## src/rtl/wb_dma_copy.sv

```systemverilog
// wb_dma_copy: Wishbone master copy engine.
// Moves len_i 32-bit words from src_adr_i to dst_adr_i, one classic
// single-beat read followed by one single-beat write per word, in
// ascending address order. A bus phase that sees no ack for TIMEOUT
// cycles is abandoned and the transfer ends with err_o set.
//
// Handshake: a bus phase holds cyc/stb (and adr/we/sel/dat) stable
// until ack is seen high at a rising edge; that edge completes the
// phase. ack may arrive combinationally in the same cycle as stb.
// ack outside a read or write phase is ignored.

module wb_dma_copy #(
    parameter int LEN_W   = 16,
    parameter int TIMEOUT = 64,
    parameter int TO_W    = 7
) (
    input  logic             wb_clk_i,
    input  logic             wb_rst_i,
    input  logic             start_i,
    input  logic [31:0]      src_adr_i,
    input  logic [31:0]      dst_adr_i,
    input  logic [LEN_W-1:0] len_i,
    output logic             busy_o,
    output logic             done_o,
    output logic             err_o,
    output logic [LEN_W-1:0] words_done_o,
    output logic             wbm_cyc_o,
    output logic             wbm_stb_o,
    output logic             wbm_we_o,
    output logic [3:0]       wbm_sel_o,
    output logic [31:0]      wbm_adr_o,
    output logic [31:0]      wbm_dat_o,
    input  logic             wbm_ack_i,
    input  logic [31:0]      wbm_dat_i
);

    // Last waiting cycle count before a phase is abandoned.
    localparam logic [TO_W-1:0] TO_LIMIT = TO_W'(TIMEOUT - 1);

    typedef enum logic [2:0] {
        ST_IDLE = 3'd0,
        ST_RD   = 3'd1,
        ST_WR   = 3'd2,
        ST_DONE = 3'd3,
        ST_ERR  = 3'd4
    } state_t;

    // State register and its next value; r_state is the single place to
    // observe where the sequencer is.
    state_t r_state;
    state_t w_state_next;

    // Latched transfer parameters.
    logic [31:0]      r_src;
    logic [31:0]      r_dst;
    logic [LEN_W-1:0] r_len;

    // Word index; doubles as the count of fully written words.
    logic [LEN_W-1:0] r_idx;

    // Cycles spent waiting for ack in the current phase.
    logic [TO_W-1:0]  r_to;

    // Read data held between the read and write phase of a word.
    logic [31:0]      r_buf;

    // Sticky timeout flag.
    logic             r_err;

    // Decoded events.
    logic             w_start_acc;
    logic             w_in_phase;
    logic             w_ack;
    logic             w_to_expire;
    logic [LEN_W-1:0] w_idx_inc;
    logic             w_last;
    logic [31:0]      w_ofs;

    // Event decode: start only counts in IDLE, ack only counts in a phase.
    always_comb begin
        w_start_acc = (r_state == ST_IDLE) && start_i;
        w_in_phase  = (r_state == ST_RD) || (r_state == ST_WR);
        w_ack       = w_in_phase && wbm_ack_i;
        // ack on the same edge as the limit wins, so expiry needs !ack.
        w_to_expire = w_in_phase && !wbm_ack_i && (r_to == TO_LIMIT);
        w_idx_inc   = r_idx + LEN_W'(1);
        w_last      = (w_idx_inc == r_len);
        // Byte offset of the current word; 32-bit arithmetic wraps.
        w_ofs       = 32'(r_idx) << 2;
    end

    // State register with synchronous reset.
    always_ff @(posedge wb_clk_i) begin
        if (wb_rst_i) begin
            r_state <= ST_IDLE;
        end else begin
            r_state <= w_state_next;
        end
    end

    // Next-state logic.
    always_comb begin
        w_state_next = r_state;
        unique case (r_state)
            ST_IDLE: begin
                if (start_i) begin
                    w_state_next = (len_i == '0) ? ST_DONE : ST_RD;
                end
            end
            ST_RD: begin
                if (wbm_ack_i) begin
                    w_state_next = ST_WR;
                end else if (w_to_expire) begin
                    w_state_next = ST_ERR;
                end
            end
            ST_WR: begin
                if (wbm_ack_i) begin
                    w_state_next = w_last ? ST_DONE : ST_RD;
                end else if (w_to_expire) begin
                    w_state_next = ST_ERR;
                end
            end
            ST_DONE: w_state_next = ST_IDLE;
            ST_ERR:  w_state_next = ST_IDLE;
            default: w_state_next = ST_IDLE;
        endcase
    end

    // Bus and status outputs decoded from registered state only, so no
    // combinational path exists from ack back onto the bus.
    always_comb begin
        wbm_cyc_o = 1'b0;
        wbm_stb_o = 1'b0;
        wbm_we_o  = 1'b0;
        wbm_sel_o = 4'h0;
        wbm_adr_o = 32'h0;
        wbm_dat_o = 32'h0;
        unique case (r_state)
            ST_RD: begin
                wbm_cyc_o = 1'b1;
                wbm_stb_o = 1'b1;
                wbm_sel_o = 4'hF;
                wbm_adr_o = r_src + w_ofs;
            end
            ST_WR: begin
                wbm_cyc_o = 1'b1;
                wbm_stb_o = 1'b1;
                wbm_we_o  = 1'b1;
                wbm_sel_o = 4'hF;
                wbm_adr_o = r_dst + w_ofs;
                wbm_dat_o = r_buf;
            end
            default: begin
                wbm_cyc_o = 1'b0;
            end
        endcase
        busy_o       = (r_state != ST_IDLE);
        done_o       = (r_state == ST_DONE) || (r_state == ST_ERR);
        err_o        = r_err;
        words_done_o = r_idx;
    end

    // Transfer parameters, word index, read buffer and error flag.
    always_ff @(posedge wb_clk_i) begin
        if (wb_rst_i) begin
            r_src <= 32'h0;
            r_dst <= 32'h0;
            r_len <= '0;
            r_idx <= '0;
            r_buf <= 32'h0;
            r_err <= 1'b0;
        end else begin
            if (w_start_acc) begin
                r_src <= src_adr_i;
                r_dst <= dst_adr_i;
                r_len <= len_i;
                r_idx <= '0;
                r_err <= 1'b0;
            end
            if (w_ack && (r_state == ST_RD)) begin
                r_buf <= wbm_dat_i;
            end
            if (w_ack && (r_state == ST_WR)) begin
                r_idx <= w_idx_inc;
            end
            if (w_to_expire) begin
                r_err <= 1'b1;
            end
        end
    end

    // Timeout counter: restarts at every phase entry, counts ack-less cycles.
    always_ff @(posedge wb_clk_i) begin
        if (wb_rst_i) begin
            r_to <= '0;
        end else if (w_start_acc || w_ack || !w_in_phase) begin
            r_to <= '0;
        end else begin
            r_to <= r_to + TO_W'(1);
        end
    end

endmodule

```

## config.mk

```make
export PLATFORM = sky130hd
export DESIGN_NAME = wb_dma_copy
export DESIGN_NICKNAME = d
export VERILOG_FILES = /design/src/rtl/wb_dma_copy.sv
export SDC_FILE = /design/constraint.sdc
export NUM_CORES = 1
export LEC_CHECK = 0
export ABC_AREA = 1
export ABC_CLOCK_PERIOD_IN_PS = 3750
export BUFFER_PORTS_ARGS = -buffer_cell sky130_fd_sc_hd__buf_2
export CORE_MARGIN = 2
export CORE_UTILIZATION = 40
export CTS_CLUSTER_SIZE = 30
export DETAILED_ROUTE_END_ITERATION = 8
export MAX_ROUTING_LAYER = met4
export PLACE_DENSITY = 0.65
export REMOVE_ABC_BUFFERS = 1
export SYNTH_ARGS = -nofsm -noshare
export SYNTH_HDL_FRONTEND = slang
export SYNTH_SLANG_ARGS = --single-unit
```

## constraint.sdc

```tcl
create_clock -name wb_clk_i -period 3.75 [get_ports wb_clk_i]
set_input_delay 0.9375 -clock wb_clk_i [delete_from_list [all_inputs] [get_ports wb_clk_i]]
set_output_delay 0.9375 -clock wb_clk_i [all_outputs]
set_load 0.1 [all_outputs]
```

==> flow_metrics.env <==
export IMPL_wl_per_cell_microns=15.82
export IMPL_dp_hpwl_mm=16.86
export IMPL_finalCritPeriodShare_pct=109.4
export IMPL_cts_tree="yes"
export IMPL_h_tree_depth=4
export IMPL_pre_cts_ws_ns=-0.04140
export IMPL_dieHeight_microns=141.5
export IMPL_r2r_start="r_state[0]$_SDFFE_PP0P_"
export IMPL_endpoint_kind="output pin"
export IMPL_hold_viol=0
export IMPL_tightest_slew_ns=1.073
export IMPL_grt_overflow_total=0
export IMPL_power_density_mw_per_mm2=386.4
export IMPL_grt_usage_pct=24.66
export IMPL_required_ns=2.81
export IMPL_synth_warnings=0
export IMPL_insertion_delay_ns=0.42
export IMPL_num_vias=8409
export IMPL_hp_class="reg2reg"
export IMPL_ys_flop_type="dfxtp_1"
export IMPL_startpoint="r_state[0]$_SDFFE_PP0P_"
export IMPL_status="complete, but fails checks"
export IMPL_synthArstFlopShare_pct=0
export IMPL_clk_pin_slew_ns=0.07
export IMPL_vias_per_cell=5.233
export IMPL_grt_max_degree=90
export IMPL_multiInputGateArea_sq_mm=0.004723
export IMPL_root_buffer="clkbuf_16"
export IMPL_maxCapViolCount=0
export IMPL_violations="negative setup slack"
export IMPL_critPathArrivalTime_ns=3.16
export IMPL_final_max_slew_violation_count=0
export IMPL_gp_congestion=0.9445
export IMPL_rsz0062_at_grt="true"
export IMPL_nets=1491
export IMPL_io_buffers=205
export IMPL_seqCellArea_sq_mm=0.002786
export IMPL_area_delta_synth_final_pct=47.67
export IMPL_drtPass1Iterations=5
export IMPL_postCtsHoldBufs=0
export IMPL_antenna_left=0
export IMPL_hp_start="r_to[0]$_SDFF_PP0_"
export IMPL_max_stage_delay_ns=0.40
export IMPL_synth_top_area_cell="dfxtp_1"
export IMPL_netlist_top_cells_count="nand2_1, a21oi_1, dfxtp_1"
export IMPL_core_area_sq_mm=0.01864
export IMPL_drt_wl_total_mm=25.42
export IMPL_fin_worst_skew_ns=0.01041
export IMPL_syn_avg_cell_area_sq_um=6.781
export IMPL_holdWs_ns=0.4494
export IMPL_crit_fanout=5
export IMPL_ys_ff_latch=139
export IMPL_max_vdd_ir_drop_v=0.0002932
export IMPL_fmax_mhz=243.9
export IMPL_start_util_pct=40.59
export IMPL_drtIter0Drc=589
export IMPL_startpoint_type="flop"
export IMPL_fillers=1660
export IMPL_syn_area_sq_mm=0.007567
export IMPL_synth_top_area_share_pct=36.77
export IMPL_path_common_cell="nand2_2"
export IMPL_critPathKind="reg2out"
export IMPL_synth_seq_area_share_pct=36.77
export IMPL_post_route_min_period_ns=4.101
export IMPL_final_setup_worst_slack_ns=-0.3509
export IMPL_fp_dieW_microns=141.5
export IMPL_drc=0
export IMPL_grt_pass1_wl_mm=38.16
export IMPL_die_area_sq_mm=0.02004
export IMPL_synth_edf_count=0
export IMPL_ys_types=43
export IMPL_synth_area_top_cells="dfxtp_1, a21oi_1, nand2_1"
export IMPL_path_cells="inv_2, nand3_4, buf_6, nand2_2, o21ai_2, ha_2, fa_2, nand3_2, nand2_2, nand3_2, nand2_2, nand3_2, nand2_2, buf_4, a21oi_4, xor2_1, nor2_1, buf_12"
export IMPL_grt_pass1_vias=7546
export IMPL_clock_sinks=139
export IMPL_drive_gt1_share_pct=35.24
export IMPL_fin_setup_tns_ns=-4.886
export IMPL_cts_made_buffers=17
export IMPL_grt_antenna_before_repair=8
export IMPL_maxSlewHeadroom_pct=28.06
export IMPL_cp_slowest_cell="fa_2"
export IMPL_rows=50
export IMPL_p_leak_nw=4.580
export IMPL_synth_most_common_cell="nand2_1"
export IMPL_clockBufferDepth=2
export IMPL_io_pins=206
export IMPL_setup_viol_count_final=23
export IMPL_syn_inst=1116
[worst max-delay path, delay by kind of cell (launching register included)]
kind / cells / cell delay (ns)
and+or+nand+nor: 9 / 0.82
adders and majority gates: 2 / 0.59
buffers and inverters: 4 / 0.58
DFF: 1 / 0.33
xor gates and xnor gates: 1 / 0.25
AOI/OAI and AO/OA: 2 / 0.19
[layer usage]
layer	GRT usage (%)	wire length (microns)	up-vias
met3	6.109	2029	62
met5	-	0	-
met2	38.86	11940	338
met1	30.76	10720	3828
li1	-	-	4181
met4	9.053	729	0
[state kept, by name (all words and copies together), names as in the netlist]
signal	count
r_src	32
r_state	3
r_dst	32
words_done_o	16
r_buf	32
err_o	1
r_to	7
r_len	16
[report_power, final]
group	total, mW	switching (mW)	internal (mW)	leakage (nW)
Combinational	0.993	0.656	0.337	3.16
Clock	1.70	0.696	1.00	0.279
Sequential	1.63	0.0410	1.59	1.14
[per-stage QoR]
stage | instance area (sq um) | cells | total power [mW] | util (%)
6_report | 11170 | 1607 | 4.318 | 59.94
5_1_grt | 11170 | 1607 | 4.500 | 59.94
4_1_cts | 10550 | 1588 | 4.278 | 56.56
3_5_place_dp | 9398 | 1524 | 2.537 | 50.41
3_3_place_gp | 9398 | 1524 | 2.525 | 50.41
2_1_floorplan | 7273 | 1054 | 2.206 | -
[layout by cell type, fill, tap and decap left out, types with 8 or more instances in the layout]
cell | synthesis | layout
nand2_4 | 0 | 8
nor2_2 | 2 | 18
a21oi_1 | 165 | 136
o21ai_2 | 7 | 20
buf_12 | 0 | 41
inv_1 | 122 | 115
ha_1 | 22 | 10
inv_2 | 5 | 11
buf_4 | 7 | 54
nand4_1 | 12 | 12
nand3_2 | 0 | 10
nand3_1 | 93 | 83
a21oi_2 | 2 | 26
nor2_4 | 4 | 9
ha_4 | 0 | 11
buf_6 | 3 | 12
buf_2 | 10 | 169
o21ai_1 | 4 | 17
diode_2 | 0 | 8
o21ai_4 | 3 | 10
o21ai_0 | 123 | 90
dfxtp_1 | 139 | 136
nor2_1 | 100 | 79
nand2_2 | 4 | 24
nand2_1 | 201 | 173
clkbuf_16 | 0 | 17
[layout make-up]
| type | instances | area share, % |
|---|---|---|
| diodes | 8 | 0.1792 |
| clock buffers | 19 | 3.874 |
| clock inverters | 13 | 1.411 |
| inverters | 128 | 4.333 |
| multi-input cells | 787 | 42.27 |
| flip-flops and latches | 139 | 24.94 |
| well taps | 234 | 2.620 |
| repair buffers | 279 | 20.38 |
[logic make-up after synthesis]
kind of cell    count (synthesis)  share of synthesized area [%]
simple gates                  433                          24.87
compound gates                316                          22.31
buf+inv                       190                          10.23
flops                         139                          36.77
fa+ha+maj                      23                          3.902
xor+xnor                       15                          1.918
[timing repair]
action                                  in CTS  in global routing
setup buffers                               30                 12
pin swaps                                   39                 56
cloned                                       2                  0
gates resized for setup                    106                117
endpoints found under the setup margin      24                 28
[worst paths after layout]
path                                          endpoint  depth (start not counted)  slack [ns]
worst min-delay path                r_to[0]$_SDFF_PP0_                          1        0.45
worst max register to register  r_buf[19]$_SDFFE_PP0P_                          9        0.90
worst max-delay path                     wbm_adr_o[14]                         18       -0.35
worst min register to register      r_to[0]$_SDFF_PP0_                          1        0.45
(Power assumes the default switching activity.)
